===== src/rtl/dmem_pkg.sv =====
// rtl/dmem_pkg.sv - shared types and data helpers for the data memory arbiter
// Purpose: access-size and FSM state encodings, plus the load extension and
//          store lane-merge functions used by dmem_arbiter.
// Ports:   none (package).
package dmem_pkg;

  localparam int unsigned XLEN = 32;

  // Size code 2'b11 has no enumerator; every consumer treats it as a word.
  typedef enum logic [1:0] {
    SZ_BYTE = 2'b00,
    SZ_HALF = 2'b01,
    SZ_WORD = 2'b10
  } size_e;

  typedef enum logic [1:0] {
    ST_IDLE  = 2'b00,
    ST_READ  = 2'b01,
    ST_WRITE = 2'b10,
    ST_RESP  = 2'b11
  } state_e;

  // Loaded data always sits in the low lanes because the memory returns the
  // word that starts at the requested byte address.
  function automatic logic [XLEN-1:0] load_extend(input logic [XLEN-1:0] word,
                                                  input logic [1:0]      size,
                                                  input logic            is_unsigned);
    logic            fill;
    logic [XLEN-1:0] res;
    fill = 1'b0;
    res  = word;
    case (size)
      SZ_BYTE: begin
        fill = word[7] & ~is_unsigned;
        res  = {{(XLEN-8){fill}}, word[7:0]};
      end
      SZ_HALF: begin
        fill = word[15] & ~is_unsigned;
        res  = {{(XLEN-16){fill}}, word[15:0]};
      end
      default: res = word;
    endcase
    return res;
  endfunction

  // Store data replaces only the low lanes; the upper lanes are written back
  // unchanged so the full-word write leaves neighbouring bytes intact.
  function automatic logic [XLEN-1:0] store_merge(input logic [XLEN-1:0] old,
                                                  input logic [XLEN-1:0] wdata,
                                                  input logic [1:0]      size);
    logic [XLEN-1:0] res;
    case (size)
      SZ_BYTE: res = {old[XLEN-1:8], wdata[7:0]};
      SZ_HALF: res = {old[XLEN-1:16], wdata[15:0]};
      default: res = wdata;
    endcase
    return res;
  endfunction

endpackage


===== src/rtl/dmem_rr_arb.sv =====
// rtl/dmem_rr_arb.sv - two-way round-robin arbiter
// Purpose: grants one of two requesters per cycle; on a tie the port that
//          was not granted last wins.
// Ports:   clk_i, rst_ni   clock, async active-low reset
//          req_i[1:0]      requests (bit 0 = m0, bit 1 = m1)
//          en_i            grants allowed this cycle (also gates pointer update)
//          gnt_o[1:0]      one-hot grant, combinational from req_i
module dmem_rr_arb (
  input  logic       clk_i,
  input  logic       rst_ni,
  input  logic [1:0] req_i,
  input  logic       en_i,
  output logic [1:0] gnt_o
);

  // Index of the port that wins a tie.
  logic ptr_q, ptr_d;

  always_comb begin
    gnt_o = 2'b00;
    if (en_i) begin
      if (req_i == 2'b11) gnt_o = ptr_q ? 2'b10 : 2'b01;
      else                gnt_o = req_i;
    end
    ptr_d = ptr_q;
    if (gnt_o[0])      ptr_d = 1'b1;
    else if (gnt_o[1]) ptr_d = 1'b0;
  end

  always_ff @(posedge clk_i or negedge rst_ni) begin
    if (!rst_ni) ptr_q <= 1'b0;
    else         ptr_q <= ptr_d;
  end

endmodule


===== src/rtl/dmem_arbiter.sv =====
// rtl/dmem_arbiter.sv - two-port data memory front end with RMW sub-word stores
// Purpose: shares a word-write, byte-addressed data memory between the core
//          (m0) and the debug/loader port (m1); sequences loads, word stores
//          and read-modify-write byte/half stores; extends sub-word loads.
// Ports:   clk_i, rst_ni                 clock, async active-low reset
//          mX_req/we/size/unsigned/addr/wdata_i   request from master X
//          mX_gnt_o                      request accepted this cycle
//          mX_rvalid_o, mX_rdata_o       one-cycle completion, load data
//          mem_we_o, mem_addr_o, mem_wdata_o   memory command
//          mem_rdata_i                   combinational read word at mem_addr_o
module dmem_arbiter
  import dmem_pkg::*;
#(
  parameter int ADDR_WIDTH = 32
) (
  input  logic                  clk_i,
  input  logic                  rst_ni,
  input  logic                  m0_req_i,
  input  logic                  m0_we_i,
  input  logic [1:0]            m0_size_i,
  input  logic                  m0_unsigned_i,
  input  logic [ADDR_WIDTH-1:0] m0_addr_i,
  input  logic [ADDR_WIDTH-1:0] m0_wdata_i,
  input  logic                  m1_req_i,
  input  logic                  m1_we_i,
  input  logic [1:0]            m1_size_i,
  input  logic                  m1_unsigned_i,
  input  logic [ADDR_WIDTH-1:0] m1_addr_i,
  input  logic [ADDR_WIDTH-1:0] m1_wdata_i,
  output logic                  m0_gnt_o,
  output logic                  m1_gnt_o,
  output logic                  m0_rvalid_o,
  output logic                  m1_rvalid_o,
  output logic [ADDR_WIDTH-1:0] m0_rdata_o,
  output logic [ADDR_WIDTH-1:0] m1_rdata_o,
  output logic                  mem_we_o,
  output logic [ADDR_WIDTH-1:0] mem_addr_o,
  output logic [ADDR_WIDTH-1:0] mem_wdata_o,
  input  logic [ADDR_WIDTH-1:0] mem_rdata_i
);

  state_e                state_q, state_d;
  logic                  owner_q, owner_d;
  logic                  we_q, we_d;
  logic [1:0]            size_q, size_d;
  logic                  uns_q, uns_d;
  logic [ADDR_WIDTH-1:0] addr_q, addr_d;
  logic [ADDR_WIDTH-1:0] wdata_q, wdata_d;  // store data, then merged write word
  logic [ADDR_WIDTH-1:0] resp_q, resp_d;

  logic [1:0] gnt;
  logic       arb_en;
  logic       sel_we, sel_uns;
  logic [1:0] sel_size;
  logic [ADDR_WIDTH-1:0] sel_addr, sel_wdata;

  // Gating with rst_ni keeps the grants low while reset is held.
  assign arb_en = (state_q == ST_IDLE) && rst_ni;

  dmem_rr_arb u_arb (
    .clk_i  (clk_i),
    .rst_ni (rst_ni),
    .req_i  ({m1_req_i, m0_req_i}),
    .en_i   (arb_en),
    .gnt_o  (gnt)
  );

  assign m0_gnt_o = gnt[0];
  assign m1_gnt_o = gnt[1];

  assign sel_we    = gnt[1] ? m1_we_i       : m0_we_i;
  assign sel_size  = gnt[1] ? m1_size_i     : m0_size_i;
  assign sel_uns   = gnt[1] ? m1_unsigned_i : m0_unsigned_i;
  assign sel_addr  = gnt[1] ? m1_addr_i     : m0_addr_i;
  assign sel_wdata = gnt[1] ? m1_wdata_i    : m0_wdata_i;

  always_comb begin
    state_d     = state_q;
    owner_d     = owner_q;
    we_d        = we_q;
    size_d      = size_q;
    uns_d       = uns_q;
    addr_d      = addr_q;
    wdata_d     = wdata_q;
    resp_d      = resp_q;
    mem_we_o    = 1'b0;
    mem_addr_o  = '0;
    mem_wdata_o = '0;
    case (state_q)
      ST_IDLE: begin
        if (|gnt) begin
          owner_d = gnt[1];
          we_d    = sel_we;
          size_d  = sel_size;
          uns_d   = sel_uns;
          addr_d  = sel_addr;
          wdata_d = sel_wdata;
          resp_d  = '0;
          // Sub-word stores read the old word first.
          if (!sel_we || sel_size == SZ_BYTE || sel_size == SZ_HALF) state_d = ST_READ;
          else                                                      state_d = ST_WRITE;
        end
      end
      ST_READ: begin
        mem_addr_o = addr_q;
        if (we_q) begin
          wdata_d = store_merge(mem_rdata_i, wdata_q, size_q);
          state_d = ST_WRITE;
        end else begin
          resp_d  = load_extend(mem_rdata_i, size_q, uns_q);
          state_d = ST_RESP;
        end
      end
      ST_WRITE: begin
        mem_we_o    = 1'b1;
        mem_addr_o  = addr_q;
        mem_wdata_o = wdata_q;
        state_d     = ST_RESP;
      end
      ST_RESP: state_d = ST_IDLE;
      default: state_d = ST_IDLE;
    endcase
  end

  always_ff @(posedge clk_i or negedge rst_ni) begin
    if (!rst_ni) begin
      state_q <= ST_IDLE;
      owner_q <= 1'b0;
      we_q    <= 1'b0;
      size_q  <= 2'b00;
      uns_q   <= 1'b0;
      addr_q  <= '0;
      wdata_q <= '0;
      resp_q  <= '0;
    end else begin
      state_q <= state_d;
      owner_q <= owner_d;
      we_q    <= we_d;
      size_q  <= size_d;
      uns_q   <= uns_d;
      addr_q  <= addr_d;
      wdata_q <= wdata_d;
      resp_q  <= resp_d;
    end
  end

  // resp_q is cleared on grant, so stores complete with zero rdata.
  assign m0_rvalid_o = (state_q == ST_RESP) && !owner_q;
  assign m1_rvalid_o = (state_q == ST_RESP) &&  owner_q;
  assign m0_rdata_o  = m0_rvalid_o ? resp_q : '0;
  assign m1_rdata_o  = m1_rvalid_o ? resp_q : '0;

endmodule


===== config.mk =====
export PLATFORM = sky130hd
export DESIGN_NAME = dmem_arbiter
export DESIGN_NICKNAME = d
export VERILOG_FILES = /design/src/rtl/dmem_pkg.sv /design/src/rtl/dmem_rr_arb.sv /design/src/rtl/dmem_arbiter.sv
export SDC_FILE = /design/constraint.sdc
export NUM_CORES = 1
export LEC_CHECK = 0
export ABC_AREA = 0
export BUFFER_PORTS_ARGS = -buffer_cell sky130_fd_sc_hd__buf_2
export CORE_MARGIN = 2
export CORE_UTILIZATION = 42
export DETAILED_ROUTE_END_ITERATION = 7
export HOLD_SLACK_MARGIN = 0.03
export PLACE_DENSITY = 0.82
export SETUP_SLACK_MARGIN = 0.1
export SYNTH_ARGS = -nofsm -noshare
export SYNTH_HDL_FRONTEND = slang
export SYNTH_HIERARCHICAL = 1
export SYNTH_SLANG_ARGS = --single-unit

===== constraint.sdc =====
create_clock -name clk_i -period 2.7 [get_ports clk_i]
set_clock_uncertainty 0.1 [all_clocks]
set_input_delay 0 -clock clk_i [delete_from_list [all_inputs] [get_ports clk_i]]
set_output_delay 0 -clock clk_i [all_outputs]
set_load 0.1 [all_outputs]

==> results.py, run 1 <==
metrics = {
    "hold_path": {
        "hold_depth": 4,
        "hp-class": "input pin to flip-flop",
        "hp-start": "m1_wdata_i[24]",
    },
    "power": {
        "power_leakage_nw": 5.08,
        "irDropWorstVdd_mv": 1.68,
        "power_w": 0.0129,
        "powerDensity_nw_per_um2": 1240,
    },
    "drt": {
        "drtAntennaViolNets": 0,
        "drt_first_pass_iters": 5,
        "wl_mm": 24.6,
        "drt-initial-drc-count": 378,
        "wl_per_cell_um": 19.3,
        "drc_errors": 0,
        "vias": 6791,
        "viasPerCell": 5.31,
    },
    "worst_setup_path": {
        "critPathCaptureType": "flip-flop",
        "required_ns": 2.83,
        "reg2reg_depth": 10,
        "crit_chain": "inv_4, ha_4, and2_4, nand2_2, a21oi_4, buf_4, clkbuf_16, mux2i_1, dlygate4sd3_1, o21ai_0",
        "critPathMaxFanout": 13,
        "cpPeakStageDelay_ns": 0.60,
        "setup.worst_path.start": "state_q[0]$_DFFE_PN0P_",
        "cp.depth": 10,
        "critical_path.top_delay_family": "buffers and inverters",
        "crit_arrival_ns": 2.66,
        "path_buf_inv": 4,
        "rrSetupSlack_ns": 0.16,
        "r2r_start": "state_q[0]$_DFFE_PN0P_",
        "path_class": "flip-flop to flip-flop",
        "cp-start-kind": "flip-flop",
        "crit_path_top_delay_cell": "dlygate4sd3_1",
    },
    "timing": {
        "tightest_slew_ns": 0.756,
        "final.period_utilization_pct": 94.0,
        "max_freq_mhz": 394,
        "hold_violations": 0,
        "slew_headroom_pct": 49.6,
        "maxSlewViolCount": 0,
        "rsz0062_at_grt": "no",
        "setup_ws_ns": 0.163,
        "min_period_ns": 2.54,
        "setup_viol": 0,
    },
    "logic_synthesis": {
        "yosys.area.top_type_share_pct": 42.4,
        "netlist_top_cells_count": "104 x dfrtp_1, 98 x and2_1, 79 x nand2_1, 76 x mux2i_1, 69 x o21ai_0",
        "ys_ff_latch": 104,
        "synth.most_common_cell": "dfrtp_1",
        "yosysWarnings": 6,
        "yosys.area.top_type": "dfrtp_1",
        "synthesis.area_sq_um": 6140,
        "synthCells": 633,
        "ys_top_cells_by_area": "dfrtp_1 42%, mux2i_1 12%, and2_1 10%",
        "syn_nets": 811,
        "synth-edff-count": 0,
        "seq_area_frac_synth_pct": 42.4,
        "synthArstFlopShare_pct": 100,
        "syn-mean-instance-area_sq_um": 9.69,
        "synth_top_flop_cell": "dfrtp_1",
        "synthDistinctLibCells": 38,
    },
    "die": {
        "start_util_pct": 42.5,
        "rows": 44,
        "dieHeight_um": 125,
        "fp.dieW_um": 125,
        "ios": 305,
        "core-area_sq_um": 14400,
        "die_area_sq_um": 15600,
    },
    "grt": {
        "antenna_found_initial": 1,
        "grt_pass1_wl_mm": 37.3,
        "track_usage_pct": 30.1,
        "grt_start_max_net_pins": 89,
        "first_global_vias": 6989,
        "grt-ovfl-total": 0,
    },
    "cts": {
        "cts_root_buf": "clkbuf_16",
        "cts_sinks": 104,
        "cts_tree": "done",
        "clk_transition_reported_paths_ns": 0.07,
        "clk_latency_ns": 0.35,
        "cts_max_level": 3,
        "cts_max_path_buffers": 2,
        "cts_buffers": 9,
    },
    "cells_and_area": {
        "syn2layout_area_growth_pct": 69.5,
        "final_cell_area_sq_um": 10400,
        "nets": 1267,
        "layout-drive-gt1-share_pct": 37.0,
    },
    "placement": {
        "post_dp_cell_area_sq_um": 8340,
        "gp_congestion": 0.816,
        "detailed_place_hpwl_mm": 13.4,
        "preCtsSetupSlack_ns": -0.0414,
        "portBuffers": 304,
    },
    "run": {
        "drv_cap": 0,
    },
    "run_status": {
        "outcome": "completed",
    },
}
## area by class of cell
class	instances	area, sq um
timing repair buffer	495	3880
tap	184	230
clock buffer	9	225
inverter	12	47.5
fill	981	4020
clock inverter	7	78.8
multi-input combinational	467	3330
antenna	1	2.50
sequential	104	2600
## logic make-up after synthesis
family                     share of synthesized area [%]
DFF                                                 42.4
adders and majority gates                           1.22
muxes                                               18.5
and+or+nand+nor                                     21.3
AOI/OAI and AO/OA                                   12.2
buffers and inverters                               4.42
## routing by layer
metal | GRT usage, % | vias up | part of all wire, %
met1 | 35.6 | 3252 | 38
met2 | 53.7 | 394 | 51
met5 | 0 | - | 0
met3 | 5.93 | 64 | 7.6
li1 | - | 3081 | -
met4 | 12.0 | 0 | 3.5
## layout by cell type, fill, tap and decap left out, types with 3 or more instances in the layout
cell	n
buf_2	272
dlygate4sd3_1	158
dfrtp_1	103
and2_1	97
nand2_1	77
mux2i_1	76
o21ai_0	69
and3_1	34
buf_12	33
mux2_2	31
buf_4	27
nor2b_1	16
o2bb2ai_1	16
inv_1	10
clkbuf_16	10
o31ai_1	8
a21boi_0	8
ha_1	4
clkinv_4	3
## path summary, 6_finish.rpt
path | to
worst max-delay path | we_q$_DFFE_PN0P_
worst min-delay path | wdata_q[24]$_DFFE_PN0P_
worst max register to register | we_q$_DFFE_PN0P_
worst min register to register | wdata_q[5]$_DFFE_PN0P_
max in group asynchronous | state_q[0]$_DFFE_PN0P_
min in group asynchronous | addr_q[5]$_DFFE_PN0P_
## stage by stage
step | hold slack, ns | TNS [ns] | utilization, % | cells
after detailed placement | 0.0766 | -0.226 | 57.8 | 1088
after CTS | 0.0302 | 0 | 71.2 | 1266
after global routing | 0.0458 | 0 | 72.1 | 1278
final | 0.0418 | 0 | 72.1 | 1279
after floorplan | -0.396 | -3.70 | - | 633
after global placement | 0.0700 | 0 | 57.8 | 1088
## sequential cells by signal (all words and copies together) (netlist names)
name,count
size_q,2
resp_q,32
u_arb/ptr_q,1
addr_q,32
uns_q,1
wdata_q,32
we_q,1
owner_q,1
state_q,2
## where the power goes
| group | internal, W | leakage (nW) | switching [W] |
|---|---|---|---|
| clock network | 0.000730 | 0.150 | 0.000626 |
| registers | 0.00223 | 1.31 | 0.000438 |
| logic | 0.00248 | 3.62 | 0.00643 |
| total | 0.00544 | 5.08 | 0.00750 |
## tightest hold or removal path, cell delays in order
cell and delay, ns:
buf_2 0.07, mux2i_1 0.07, o21ai_0 0.16, mux2_2 0.16
## what timing repair did
item / CTS / global route
cloned: 0 / 3
endpoints found under the hold margin: 142 / 0
setup endpoints to repair: 19 / 49
resized for setup: 1 / 10
buffers inserted: 4 / 10
pin swaps: 1 / 2
hold buffers: 158 / 0
No activity file was read; power rests on OpenSTA's default activity.
==> run 2: changes to the inputs <==
--- a/config.mk
+++ b/config.mk
@@ -7,7 +7,6 @@
 export LEC_CHECK = 0
 export ABC_AREA = 0
 export BUFFER_PORTS_ARGS = -buffer_cell sky130_fd_sc_hd__buf_2
-export CORE_MARGIN = 2
 export CORE_UTILIZATION = 42
 export DETAILED_ROUTE_END_ITERATION = 7
 export HOLD_SLACK_MARGIN = 0.03
==> results.py, run 2 (same netlist as run 1, synthesis figures left out) <==
metrics = {
    "timing": {
        "holdWs_ns": 0.0402,
        "setup_viol": 0,
        "hold_violations": 0,
        "min_period_ns": 2.44,
        "setup_ws_ns": 0.257,
        "tightest_slew_ns": 0.742,
        "slew_headroom_pct": 50.6,
        "maxSlewViolCount": 0,
        "final.period_utilization_pct": 90.5,
        "rsz0062_at_grt": "no",
        "max_freq_mhz": 409,
        "setup_tns_ns": 0,
    },
    "worst_setup_path": {
        "path_class": "flip-flop to flip-flop",
        "path_buf_inv": 2,
        "cpPeakStageDelay_ns": 0.44,
        "critPathCaptureType": "flip-flop",
        "rrSetupSlack_ns": 0.26,
        "crit_path_top_delay_cell": "dfrtp_1",
        "crit_arrival_ns": 2.57,
        "crit_chain": "inv_2, ha_4, and2_4, nand2_2, a21oi_4, buf_12, mux2i_1, o21ai_0, mux2_2",
        "required_ns": 2.82,
        "critical_path.top_delay_family": "multiplexers",
        "r2r_start": "state_q[0]$_DFFE_PN0P_",
        "cp-start-kind": "flip-flop",
        "setup.worst_path.start": "state_q[0]$_DFFE_PN0P_",
        "critPathMaxFanout": 25,
    },
    "drt": {
        "viasPerCell": 5.31,
        "wl_per_cell_um": 18.5,
        "wl_mm": 23.2,
        "drc_errors": 0,
        "drtAntennaViolNets": 0,
        "drt_first_pass_iters": 4,
        "drt-initial-drc-count": 408,
        "vias": 6655,
    },
    "die": {
        "ios": 305,
        "die_area_sq_um": 15100,
        "rows": 43,
        "fp.dieW_um": 123,
        "core-area_sq_um": 14000,
        "start_util_pct": 43.7,
        "dieHeight_um": 123,
    },
    "cells_and_area": {
        "syn2layout_area_growth_pct": 66.8,
        "nets": 1249,
        "final_common_cell": "buf_2",
        "top_regs": "addr_q (32), resp_q (32), wdata_q (32)",
        "antennaDiodeCount": 0,
        "fin_cells": 1254,
        "final_cell_mix": "269 x buf_2, 156 x dlygate4sd3_1, 104 x dfrtp_1",
        "layout-drive-gt1-share_pct": 35.7,
    },
    "grt": {
        "track_usage_pct": 30.6,
        "grt_pass1_wl_mm": 35.1,
        "antenna_found_initial": 0,
        "grt-ovfl-total": 0,
        "grt_start_max_net_pins": 89,
        "first_global_vias": 6836,
    },
    "hold_path": {
        "hp-start": "m0_wdata_i[9]",
        "hp-class": "input pin to flip-flop",
    },
    "cts": {
        "cts_buffers": 9,
        "cts_setup_buffers": 0,
        "cts_max_level": 3,
        "cts_tree": "done",
        "cts_sinks": 104,
        "clk_transition_reported_paths_ns": 0.07,
        "clk_latency_ns": 0.34,
        "cts_max_path_buffers": 2,
        "cts_root_buf": "clkbuf_16",
    },
    "placement": {
        "detailed_place_hpwl_mm": 13.7,
        "preCtsSetupSlack_ns": 0.175,
        "dp_cells": 1084,
        "portBuffers": 304,
        "gp_congestion": 0.823,
    },
    "run": {
        "drv_cap": 0,
    },
    "power": {
        "power_leakage_nw": 4.97,
        "powerDensity_nw_per_um2": 1220,
        "irDropWorstVdd_mv": 1.55,
        "power_w": 0.0125,
    },
    "run_status": {
        "outcome": "completed",
    },
}
[run 2: cell count changes in the layout (fill, tap and decap cells not counted), moves of 2 or more]
| cell | change |
|---|---|
| buf_4 | -14 |
| dlygate4sd3_1 | -2 |
| buf_2 | -3 |
| buf_12 | +5 |
| buf_8 | -2 |
| clkbuf_1 | +3 |
| inv_6 | -2 |
| clkinv_4 | -3 |
[run 2: report_power, final]
group	switching (W)	total, W	internal, W
clock	0.000554	0.00120	0.000641
combinational	0.00630	0.00863	0.00233
sequential	0.000461	0.00269	0.00223
total	0.00731	0.0125	0.00521
[run 2: routing by layer]
metal / share of wire, % / global-route usage [%] / vias to the layer above
met5: 0 / 0 / -
met4: 4.5 / 17.3 / 0
met3: 8.4 / 6.74 / 85
met2: 49 / 50.6 / 396
met1: 38 / 36.7 / 3130
li1: - / - / 3044
[run 2: through the flow]
stage / util, % / area [sq um]
6_report: 72.9 / 10200
2_1_floorplan: - / 6180
4_1_cts: 72.8 / 10200
3_5_place_dp: 59.9 / 8410
3_3_place_gp: 59.9 / 8410
5_1_grt: 72.9 / 10200
[run 2: worst paths after layout]
check,endpoint,cells past startpoint
setup / recovery,wdata_q[11]$_DFFE_PN0P_,9
hold / removal,wdata_q[9]$_DFFE_PN0P_,4
setup reg to reg,wdata_q[11]$_DFFE_PN0P_,9
hold reg to reg,wdata_q[1]$_DFFE_PN0P_,2
max in group asynchronous,resp_q[25]$_DFFE_PN0P_,4
min in group asynchronous,addr_q[30]$_DFFE_PN0P_,3
[run 2: worst reg2reg max path, cell delays in order, from the launching register on]
cell and delay (ns):
dfrtp_1 0.44, inv_2 0.12, ha_4 0.18, and2_4 0.16, nand2_2 0.06, a21oi_4 0.23, buf_12 0.28, mux2i_1 0.30
o21ai_0 0.15, mux2_2 0.30
[run 2: what timing repair did]
action	in CTS	in global routing
gates resized for setup	0	3
hold buffers	156	0
hold endpoints to repair	140	0
setup endpoints to repair	0	33
[run 2: final cells by class]
type	instances	area [sq um]
Fill cell	898	3810
Timing Repair Buffer	477	3780
Multi-Input combinational cell	467	3330
Sequential cell	104	2600
Clock buffer	13	250
Tap cell	180	225
Inverter	12	45.0
Clock inverter	1	5.00
==> run 3: changes to the inputs <==
--- a/config.mk
+++ b/config.mk
@@ -7,6 +7,7 @@
 export LEC_CHECK = 0
 export ABC_AREA = 0
 export BUFFER_PORTS_ARGS = -buffer_cell sky130_fd_sc_hd__buf_2
+export CORE_ASPECT_RATIO = 0.75
 export CORE_UTILIZATION = 42
 export DETAILED_ROUTE_END_ITERATION = 7
 export HOLD_SLACK_MARGIN = 0.03
==> results.py, run 3 (same netlist as run 1, synthesis figures left out) <==
metrics = {
    "run_status": {
        "outcome": "completed",
    },
    "timing": {
        "rsz0062_at_grt": "no",
        "setup_viol": 0,
        "hold_violations": 0,
        "min_period_ns": 2.47,
        "final.period_utilization_pct": 91.4,
        "slew_headroom_pct": 52.4,
        "maxSlewViolCount": 0,
        "tightest_slew_ns": 0.714,
        "setup_ws_ns": 0.232,
        "max_freq_mhz": 405,
    },
    "cells_and_area": {
        "regArea_sq_um": 2600,
        "multi_input_comb_area_sq_um": 3340,
        "syn2layout_area_growth_pct": 71.4,
        "final_cell_mix": "269 x buf_2, 167 x dlygate4sd3_1, 103 x dfrtp_1",
        "layout-drive-gt1-share_pct": 36.3,
        "final_common_cell": "buf_2",
        "top_regs": "addr_q (32), resp_q (32), wdata_q (32)",
        "nFillCells": 873,
        "nets": 1268,
        "final_cell_area_sq_um": 10500,
    },
    "cts": {
        "clk_latency_ns": 0.35,
        "cts_max_level": 3,
        "clk_transition_reported_paths_ns": 0.08,
        "cts_root_buf": "clkbuf_16",
        "cts_tree": "done",
        "cts_max_path_buffers": 2,
        "cts_sinks": 104,
        "cts_buffers": 9,
    },
    "placement": {
        "detailed_place_hpwl_mm": 13.8,
        "portBuffers": 304,
        "post_dp_cell_area_sq_um": 8400,
        "preCtsSetupSlack_ns": -0.0625,
        "gp_congestion": 0.833,
    },
    "drt": {
        "wl_mm": 24.7,
        "drt-initial-drc-count": 451,
        "drtAntennaViolNets": 0,
        "vias": 6844,
        "drc_errors": 0,
        "viasPerCell": 5.30,
        "wl_per_cell_um": 19.1,
        "drt_first_pass_iters": 5,
    },
    "worst_setup_path": {
        "critical_path.top_delay_family": "multiplexers",
        "path_buf_inv": 2,
        "crit_path_top_delay_cell": "dfrtp_2",
        "critPathMaxFanout": 54,
        "cp-start-kind": "flip-flop",
        "critPathCaptureType": "flip-flop",
        "path_class": "flip-flop to flip-flop",
        "required_ns": 2.83,
        "crit_arrival_ns": 2.60,
        "crit_chain": "inv_4, ha_4, and2_4, nand2_2, a21oi_4, buf_12, mux2i_1, o21ai_0, mux2_2",
        "cpPeakStageDelay_ns": 0.46,
    },
    "grt": {
        "grt_start_max_net_pins": 89,
        "grt-ovfl-total": 0,
        "track_usage_pct": 33.0,
        "grt_pass1_wl_mm": 38.1,
        "first_global_vias": 7268,
        "antenna_found_initial": 1,
    },
    "hold_path": {
        "hp-class": "input pin to flip-flop",
    },
    "die": {
        "start_util_pct": 43.9,
        "dieHeight_um": 107,
        "die_area_sq_um": 15100,
        "rows": 37,
        "ios": 305,
        "core-area_sq_um": 14000,
        "fp.dieW_um": 142,
    },
    "power": {
        "power_leakage_nw": 5.10,
        "irDropWorstVdd_mv": 1.08,
        "powerDensity_nw_per_um2": 1240,
    },
    "run": {
        "drv_cap": 0,
    },
}
run 3: what timing repair did:
action,4_1_cts,5_1_grt
hold buffers,167,0
setup endpoints to repair,24,50
resized for setup,2,10
gates cloned,0,1
hold endpoints to repair,140,0
buffers inserted,3,5
pin swaps,1,2
run 3: per-stage QoR:
stage / hold WS (ns) / total power [W] / instances / TNS, ns / util, %
after floorplan: -0.396 / 0.00923 / 633 / -3.70 / -
after global placement: 0.119 / 0.0108 / 1099 / 0 / 60.1
after detailed placement: 0.108 / 0.0109 / 1099 / -0.329 / 60.1
after CTS: 0.0365 / 0.0127 / 1285 / 0 / 74.7
after global routing: 0.0807 / 0.0136 / 1291 / 0 / 75.2
final: 0.0370 / 0.0130 / 1291 / 0 / 75.2
run 3: where the power goes:
| group | total [W] | internal, W | switching [W] |
|---|---|---|---|
| Sequential | 0.00268 | 0.00223 | 0.000445 |
| Combinational | 0.00889 | 0.00247 | 0.00642 |
| Clock | 0.00146 | 0.000834 | 0.000625 |
| Total | 0.0130 | 0.00554 | 0.00749 |
run 3: layout make-up:
type,count,area share (%)
Antenna cell,1,0.0238
Clock buffer,9,2.14
Clock inverter,7,1.01
Inverter,12,0.452
Multi-Input combinational cell,467,31.7
Sequential cell,104,24.8
Tap cell,195,2.32
Timing Repair Buffer,496,37.6
run 3: worst paths after layout:
| kind | start | end | depth (start not counted) | slack (ns) |
|---|---|---|---|---|
| hold reg to reg | addr_q[8]$_DFFE_PN0P_ | addr_q[8]$_DFFE_PN0P_ | 2 | 0.38 |
| setup / recovery | state_q[0]$_DFFE_PN0P_ | wdata_q[8]$_DFFE_PN0P_ | 9 | 0.23 |
| max in group asynchronous | rst_ni | state_q[0]$_DFFE_PN0P_ | 4 | 1.07 |
| min in group asynchronous | rst_ni | wdata_q[24]$_DFFE_PN0P_ | 3 | 0.25 |
| setup reg to reg | state_q[0]$_DFFE_PN0P_ | wdata_q[8]$_DFFE_PN0P_ | 9 | 0.23 |
| hold / removal | m1_wdata_i[8] | wdata_q[8]$_DFFE_PN0P_ | 4 | 0.04 |
run 3: metal layers:
| layer | share of wire [%] | vias up | track usage, % |
|---|---|---|---|
| met3 | 7.7 | 109 | 7.28 |
| li1 | - | 3078 | - |
| met1 | 37 | 3248 | 37.1 |
| met4 | 5.6 | 0 | 20.4 |
| met5 | 0 | - | 0 |
| met2 | 50 | 409 | 57.2 |
run 3: worst min-delay path: cells and delay by family:
family	cells	cell delay, ns
muxes	2	0.24
AOI/OAI and AO/OA	1	0.14
buffers and inverters	1	0.07
